[config.mk]
export PLATFORM = sky130hd
export DESIGN_NAME = i2c_tx_ctrl_flat
export DESIGN_NICKNAME = d
export VERILOG_FILES = /design/src/rtl/i2c_tx_ctrl_pkg.sv /design/src/rtl/i2c_tx_ctrl_if.sv /design/src/rtl/i2c_tx_ctrl_qtick.sv /design/src/rtl/i2c_tx_ctrl.sv /design/src/flat_wrapper.sv
export SDC_FILE = /design/constraint.sdc
export NUM_CORES = 1
export LEC_CHECK = 0
export CAP_MARGIN = 20
export CORE_MARGIN = 8
export CORE_UTILIZATION = 25
export DETAILED_ROUTE_END_ITERATION = 16
export DONT_BUFFER_PORTS = 1
export GPL_TIMING_DRIVEN = 0
export PLACE_DENSITY = 0.38
export SLEW_MARGIN = 20
export SYNTH_ARGS = -nofsm -noshare
export SYNTH_HDL_FRONTEND = slang
export SYNTH_SLANG_ARGS = --single-unit
[constraint.sdc]
create_clock -name clk -period 2.6 [get_ports clk]
set_clock_uncertainty 0.15 [all_clocks]
set_input_delay 0.52 -clock clk [delete_from_list [all_inputs] [get_ports clk]]
set_output_delay 0.52 -clock clk [all_outputs]
set_load 0.005 [all_outputs]
[src/rtl/i2c_tx_ctrl_pkg.sv]
// i2c_pkg: shared definitions for the I2C byte-transmit controller.
//   state_t      - controller FSM states
//   Q0..Q3       - quarter-phase indices within one SCL period
//   CLK_DIV_DEF  - default clk cycles per SCL quarter-period
//   bit_rev8     - byte bit reversal (the data shift unit shifts LSB first)
package i2c_pkg;

  typedef enum logic [2:0] {
    S_IDLE,
    S_START,
    S_BIT,
    S_ACK,
    S_STOP
  } state_t;

  localparam logic [1:0] Q0 = 2'd0;
  localparam logic [1:0] Q1 = 2'd1;
  localparam logic [1:0] Q2 = 2'd2;
  localparam logic [1:0] Q3 = 2'd3;

  localparam int CLK_DIV_DEF = 4;

  function automatic logic [7:0] bit_rev8(input logic [7:0] d);
    logic [7:0] r;
    for (int i = 0; i < 8; i++) r[i] = d[7-i];
    return r;
  endfunction

endpackage

[src/rtl/i2c_tx_ctrl_if.sv]
// i2c_tx_ctrl_if: request/line bundle of the I2C byte-transmit controller.
//   req, din, sda_in       - transfer request, byte, sampled SDA level
//   go, data, dbit         - load strobe, reversed byte, shift strobe to data unit
//   sda_sel, sda_ctl, scl  - SDA source select, controller SDA level, SCL level
//   busy, done, ack_err    - status
// Modport slave is taken by the controller, master by whatever drives it.
interface i2c_tx_ctrl_if;
  logic       req;
  logic [7:0] din;
  logic       sda_in;
  logic       go;
  logic [7:0] data;
  logic       dbit;
  logic       sda_sel;
  logic       sda_ctl;
  logic       scl;
  logic       busy;
  logic       done;
  logic       ack_err;

  modport master (
    output req, din, sda_in,
    input  go, data, dbit, sda_sel, sda_ctl, scl, busy, done, ack_err
  );

  modport slave (
    input  req, din, sda_in,
    output go, data, dbit, sda_sel, sda_ctl, scl, busy, done, ack_err
  );
endinterface

[src/rtl/i2c_tx_ctrl_qtick.sv]
// i2c_qtick: quarter-period timebase for the I2C controller.
//   clk, rst - clock, asynchronous active-high reset
//   clr      - restart at quarter 0, count 0 (transfer accepted)
//   en       - count while a transfer is in progress
//   qtick    - high on the last clk of each quarter
//   q        - current quarter index (0..3), wraps with the SCL period
module i2c_qtick
  import i2c_pkg::*;
#(
  parameter int CLK_DIV = CLK_DIV_DEF
) (
  input  logic       clk,
  input  logic       rst,
  input  logic       clr,
  input  logic       en,
  output logic       qtick,
  output logic [1:0] q
);
  localparam int CW = $clog2(CLK_DIV);
  localparam logic [CW-1:0] LAST = CW'(CLK_DIV - 1);

  logic [CW-1:0] cnt;

  assign qtick = en && (cnt == LAST);

  always_ff @(posedge clk or posedge rst) begin
    if (rst) begin
      cnt <= '0;
      q   <= Q0;
    end else if (clr) begin
      cnt <= '0;
      q   <= Q0;
    end else if (en) begin
      if (cnt == LAST) begin
        cnt <= '0;
        q   <= q + 2'd1;
      end else begin
        cnt <= cnt + 1'b1;
      end
    end
  end
endmodule

[src/rtl/i2c_tx_ctrl.sv]
// i2c_tx_ctrl: I2C single-byte transmit controller (START, 8 data bits,
// ACK sample, STOP). The byte itself is shifted onto SDA by an external
// data unit; this block loads it (go/data), paces it (dbit) and drives
// SCL plus the control level of SDA.
//   clk, rst - clock, asynchronous active-high reset
//   bus      - i2c_tx_ctrl_if.slave (req/din/sda_in in; go/data/dbit,
//              sda_sel/sda_ctl/scl, busy/done/ack_err out)
// Every output is a register. The next state and next quarter are
// resolved first and the outputs are decoded from them, so the registered
// outputs line up with the state they belong to.
module i2c_tx_ctrl
  import i2c_pkg::*;
#(
  parameter int CLK_DIV = CLK_DIV_DEF
) (
  input logic          clk,
  input logic          rst,
  i2c_tx_ctrl_if.slave bus
);
  state_t     state, state_nx;
  logic [2:0] bitcnt, bitcnt_nx;
  logic       first_q;
  logic       accept, qtick, qend, first_nx;
  logic [1:0] q, q_nx;
  logic       go_nx, dbit_nx, sel_nx, ctl_nx, scl_nx, busy_nx, done_nx, ack_err_nx;
  logic [7:0] data_nx;

  i2c_qtick #(.CLK_DIV(CLK_DIV)) u_qtick (
    .clk  (clk),
    .rst  (rst),
    .clr  (accept),
    .en   (bus.busy),
    .qtick(qtick),
    .q    (q)
  );

  assign accept   = (state == S_IDLE) && bus.req;
  assign qend     = qtick && (q == Q3);
  // next clk opens a quarter: either a fresh transfer or a quarter rollover
  assign first_nx = accept || qtick;
  assign q_nx     = accept ? Q0 : (qtick ? q + 2'd1 : q);

  always_comb begin
    state_nx  = state;
    bitcnt_nx = bitcnt;
    unique case (state)
      S_IDLE:  if (bus.req) state_nx = S_START;
      S_START: if (qend) begin
        state_nx  = S_BIT;
        bitcnt_nx = 3'd0;
      end
      S_BIT:   if (qend) begin
        if (bitcnt == 3'd7) begin
          state_nx  = S_ACK;
          bitcnt_nx = 3'd0;
        end else begin
          bitcnt_nx = bitcnt + 3'd1;
        end
      end
      S_ACK:   if (qend) state_nx = S_STOP;
      S_STOP:  if (qend) state_nx = S_IDLE;
      default: state_nx = S_IDLE;
    endcase
  end

  always_comb begin
    scl_nx  = 1'b1;
    ctl_nx  = 1'b1;
    sel_nx  = 1'b0;
    busy_nx = 1'b1;
    go_nx   = 1'b0;
    dbit_nx = 1'b0;
    done_nx = 1'b0;
    unique case (state_nx)
      S_IDLE: begin
        busy_nx = 1'b0;
        done_nx = (state == S_STOP);
      end
      S_START: begin
        ctl_nx = 1'b0;
        scl_nx = (q_nx == Q0) || (q_nx == Q1);
        go_nx  = accept;
      end
      S_BIT: begin
        sel_nx  = 1'b1;
        ctl_nx  = 1'b0;
        scl_nx  = (q_nx == Q1) || (q_nx == Q2);
        dbit_nx = (q_nx == Q0) && first_nx;
      end
      S_ACK: begin
        scl_nx = (q_nx == Q1) || (q_nx == Q2);
      end
      S_STOP: begin
        // SCL rises first, SDA follows a quarter later: the STOP condition
        scl_nx = (q_nx != Q0);
        ctl_nx = (q_nx == Q2) || (q_nx == Q3);
      end
      default: ;
    endcase
  end

  always_comb begin
    data_nx    = accept ? bit_rev8(bus.din) : bus.data;
    ack_err_nx = bus.ack_err;
    if (accept) begin
      ack_err_nx = 1'b0;
    end else if ((state == S_ACK) && (q == Q2) && first_q) begin
      ack_err_nx = bus.sda_in;
    end
  end

  always_ff @(posedge clk or posedge rst) begin
    if (rst) begin
      state       <= S_IDLE;
      bitcnt      <= 3'd0;
      first_q     <= 1'b0;
      bus.go      <= 1'b0;
      bus.data    <= 8'd0;
      bus.dbit    <= 1'b0;
      bus.sda_sel <= 1'b0;
      bus.sda_ctl <= 1'b1;
      bus.scl     <= 1'b1;
      bus.busy    <= 1'b0;
      bus.done    <= 1'b0;
      bus.ack_err <= 1'b0;
    end else begin
      state       <= state_nx;
      bitcnt      <= bitcnt_nx;
      first_q     <= first_nx;
      bus.go      <= go_nx;
      bus.data    <= data_nx;
      bus.dbit    <= dbit_nx;
      bus.sda_sel <= sel_nx;
      bus.sda_ctl <= ctl_nx;
      bus.scl     <= scl_nx;
      bus.busy    <= busy_nx;
      bus.done    <= done_nx;
      bus.ack_err <= ack_err_nx;
    end
  end
endmodule
[src/flat_wrapper.sv]
// flat-port wrapper written by rule: the top's interface ports become plain ports
module i2c_tx_ctrl_flat import i2c_pkg::*;
#(
  parameter int CLK_DIV = CLK_DIV_DEF
)
  (clk, rst, bus_req, bus_din, bus_sda_in, bus_go, bus_data, bus_dbit, bus_sda_sel, bus_sda_ctl, bus_scl, bus_busy, bus_done, bus_ack_err);
  i2c_tx_ctrl_if bus_i ();
  input logic clk;
  input logic rst;
  input wire logic [$bits(bus_i.req)-1:0] bus_req;
  input wire logic [$bits(bus_i.din)-1:0] bus_din;
  input wire logic [$bits(bus_i.sda_in)-1:0] bus_sda_in;
  output wire logic [$bits(bus_i.go)-1:0] bus_go;
  output wire logic [$bits(bus_i.data)-1:0] bus_data;
  output wire logic [$bits(bus_i.dbit)-1:0] bus_dbit;
  output wire logic [$bits(bus_i.sda_sel)-1:0] bus_sda_sel;
  output wire logic [$bits(bus_i.sda_ctl)-1:0] bus_sda_ctl;
  output wire logic [$bits(bus_i.scl)-1:0] bus_scl;
  output wire logic [$bits(bus_i.busy)-1:0] bus_busy;
  output wire logic [$bits(bus_i.done)-1:0] bus_done;
  output wire logic [$bits(bus_i.ack_err)-1:0] bus_ack_err;
  assign bus_i.req = bus_req;
  assign bus_i.din = bus_din;
  assign bus_i.sda_in = bus_sda_in;
  assign bus_go = bus_i.go;
  assign bus_data = bus_i.data;
  assign bus_dbit = bus_i.dbit;
  assign bus_sda_sel = bus_i.sda_sel;
  assign bus_sda_ctl = bus_i.sda_ctl;
  assign bus_scl = bus_i.scl;
  assign bus_busy = bus_i.busy;
  assign bus_done = bus_i.done;
  assign bus_ack_err = bus_i.ack_err;
  i2c_tx_ctrl #(.CLK_DIV(CLK_DIV)) u_core (.clk(clk), .rst(rst), .bus(bus_i));
endmodule
==> flow_summary_export.csv <==
group,metric,value,unit
run_status,status,"finished, final reports clean",
clocking,cts_root_buf,"clkbuf_8",
critical_path,crit_buf_inv,1,
floorplanning,die_y,88.29,um
final_layout,finalNetCount,130,
min_path,min_path_type,"in -> async",
synth,syn_area,0.001306,mm2
final_layout,diodes,0,
synth,ys_warn_count,0,
sta,setup_tns,0,ps
sta,holdWs,20.02,ps
final_layout,area_growth,10.15,%
power,p_per_area,1091,mW/mm2
drt,viasPerCell,4.549,
clocking,cts_resized,0,
critical_path,rr_worst_depth,6,
synth,synth_edf_count,0,
synth,ys_ff_latch,27,
drt,avgRoutedWirePerCell,14.62,um
critical_path,crit_fanout,10,
clocking,cts_setup_buffers,0,
critical_path,ff2ff_setup_slack,550,ps
floorplanning,start_util,0.2574,
drt,vias,828,
clocking,path_clk_slew,100,ps
critical_path,crit_type,"reg -> reg",
drt,drcViolationCount,0,
power,p_leak,0.6377,nW
place,gp_congestion,0.7055,
final_layout,fillers,557,
critical_path,cp.arrival,2060,ps
sta,setup_viol,0,
place,io_buffers,0,
critical_path,critPathMaxStageDelay,410,ps
critical_path,cpLargestDelayFamily,"simple AND/OR/NAND/NOR gates",
critical_path,end_kind,"flop",
synth,synth_area_leaders,"dfrtp_1, mux2_2, ha_1",
critical_path,worstSetupStartpointType,"flop",
critical_path,reg2reg_from,"u_core.u_qtick.cnt[0]",
global_routing,grt_pass1_wl,4429,um
critical_path,r2r_end,"u_core.bus.busy",
sta,worst_slew_pin_slew,565.5,ps
clocking,cts_tree,"built",
global_routing,grt_pass1_vias,897,
drt,first_iter_violations,37,
clocking,clk_latency,270,ps
synth,syn_area_per_cell,12.09,um2
drt,routed_wl,2661,um
critical_path,crit_path_cell_trace,"ha_1 > buf_6 > and3_4 > a311oi_2 > nor3_2 > or3_1",
synth,synth_cell_types,38,
global_routing,grt_max_degree,28,
floorplanning,core_area,0.005075,mm2
drt,dr.pass1.iters,4,
floorplanning,pin_count,28,
global_routing,grt.total_usage,0.07430,
synth,async_flop_share,1.000,
run,cap_violations,0,
floorplanning,die_w,88.29,um
critical_path,slowest_stage,"dfrtp_1",
sta,slew_violations,0,
critical_path,critPathRequiredTime,2610,ps
synth,synth_ff_type,"dfrtp_1",
place,dpl.hpwl,1969,um
sta,finalCriticalPeriod,2046,ps
clocking,ctsHoldBuffers,0,
power,ir_drop,416.0,uV
synth,syn_nets,125,
final_layout,post-route-util,0.2835,
global_routing,antenna_found_initial,0,
drt,antenna_left,0,
floorplanning,dieArea,0.007794,mm2
synth,yosysTopAreaCell,"dfrtp_1",
sta,relSlewSlack,0.6225,
final_layout,drive_gt1_frac,0.2946,
clocking,cts_buffer_depth,2,
sta,rsz0062_at_grt,"no",
sta,max_freq,488.9,MHz
synth,yosysSeqAreaShare,0.5192,
synth,syn_inst,108,
sta,hold_viol,0,
sta,period_share,0.7868,
clocking,cts_num_sinks,27,
clocking,cts_htree_levels,1,
synth,synth.top_cell.area_share,0.4789,
global_routing,grt_overflow,0,
floorplanning,rows,26,
clocking,numCtsBuffers,3,
-- where the power goes --
part / internal (mW) / leakage, nW / switching, mW
logic: 0.302 / 0.281 / 0.313
clock network: 0.110 / 0.0228 / 0.132
registers: 0.591 / 0.334 / 0.121
total: 1.00 / 0.638 / 0.567
-- cell families (layout without fill, tap and decap cells) --
group           Yosys count  in the layout  share of synthesized area
fa+ha+maj                 5              5                    0.04789
flops                    27             27                     0.5192
simple gates             33             33                     0.1619
mux                      12             12                     0.1025
xor+xnor                  1              1                   0.006706
compound gates           18             18                     0.1044
buf+inv                  12             16                    0.05747
-- state kept, by name, summed over array words and instances (netlist names), 2 cells and up --
| register | flops |
|---|---|
| u_core.u_qtick.q | 2 |
| u_core.state | 3 |
| u_core.bus.data | 8 |
| u_core.u_qtick.cnt | 2 |
| u_core.bitcnt | 3 |
-- layer usage --
metal | share of wire | global-route usage | vias to the layer above
met5 | 0 | 0 | -
met4 | 0.015 | 0.03226 | 0
met3 | 0.085 | 0.03343 | 5
met2 | 0.45 | 0.1141 | 24
met1 | 0.45 | 0.08729 | 408
li1 | - | - | 391
-- worst register-to-register path: stages, from the launching register on --
cell	delay (ps)
dfrtp_1	410
ha_1	220
buf_6	140
and3_4	180
a311oi_2	360
nor3_2	110
or3_1	370
-- cell usage in the layout (no fill, tap or decap), types with 2 or more instances in the layout --
cell,synthesis,final
nand3_1,2,2
a21oi_1,3,3
nand2_1,7,7
inv_2,1,2
or3_1,2,2
ha_1,5,5
nor2b_1,4,4
mux2i_1,3,3
inv_1,5,4
buf_6,2,2
nor3_1,2,2
a31oi_1,2,2
mux2_2,8,8
dfrtp_1,25,25
clkbuf_8,0,3
dfstp_2,2,2
nor2_1,6,6
a21o_2,2,2
o21ai_0,4,4
buf_4,4,4
-- layout make-up --
| class | count | area, um2 | share of cell area |
|---|---|---|---|
| multi-input combinational | 69 | 553.0 | 0.3843 |
| clock buffer | 4 | 45.04 | 0.03130 |
| tap | 70 | 87.58 | 0.06087 |
| inverter | 6 | 22.52 | 0.01565 |
| buffer | 6 | 52.55 | 0.03652 |
| sequential | 27 | 678.2 | 0.4713 |
-- through the flow --
stage | setup WS (ps) | power (mW) | cell area, um2 | cells
floorplan | 701.8 | 1.209 | 1306 | 108
global placement | 579.1 | 1.335 | 1394 | 178
detailed placement | 568.9 | 1.350 | 1394 | 178
CTS | 552.6 | 1.593 | 1439 | 182
global route | 478.7 | 1.695 | 1439 | 182
finish | 554.4 | 1.569 | 1439 | 182
-- cells in the mapped netlist (2+ instances only) --
cell type and instances:
mux2i_1 3, dfrtp_1 25, mux2_2 8, dfstp_2 2
nand3_1 2, nor3_1 2, or3_1 2, ha_1 5
o21ai_0 4, nor2_1 6, a21oi_1 3, buf_6 2
buf_4 4, inv_1 5, nor2b_1 4, a31oi_1 2
a21o_2 2, nand2_1 7
-- how the worst max path moves through the flow --
stage                                from               to  depth (start not counted)
global placement    u_core.u_qtick.cnt[0]  u_core.bus.busy                          6
detailed placement  u_core.u_qtick.cnt[0]  u_core.bus.busy                          6
global route        u_core.u_qtick.cnt[0]  u_core.bus.busy                          6
floorplan           u_core.u_qtick.cnt[0]  u_core.bus.busy                          6
finish              u_core.u_qtick.cnt[0]  u_core.bus.busy                          6
CTS                 u_core.u_qtick.cnt[0]  u_core.bus.busy                          6
Power figures use the tool's default switching activity.
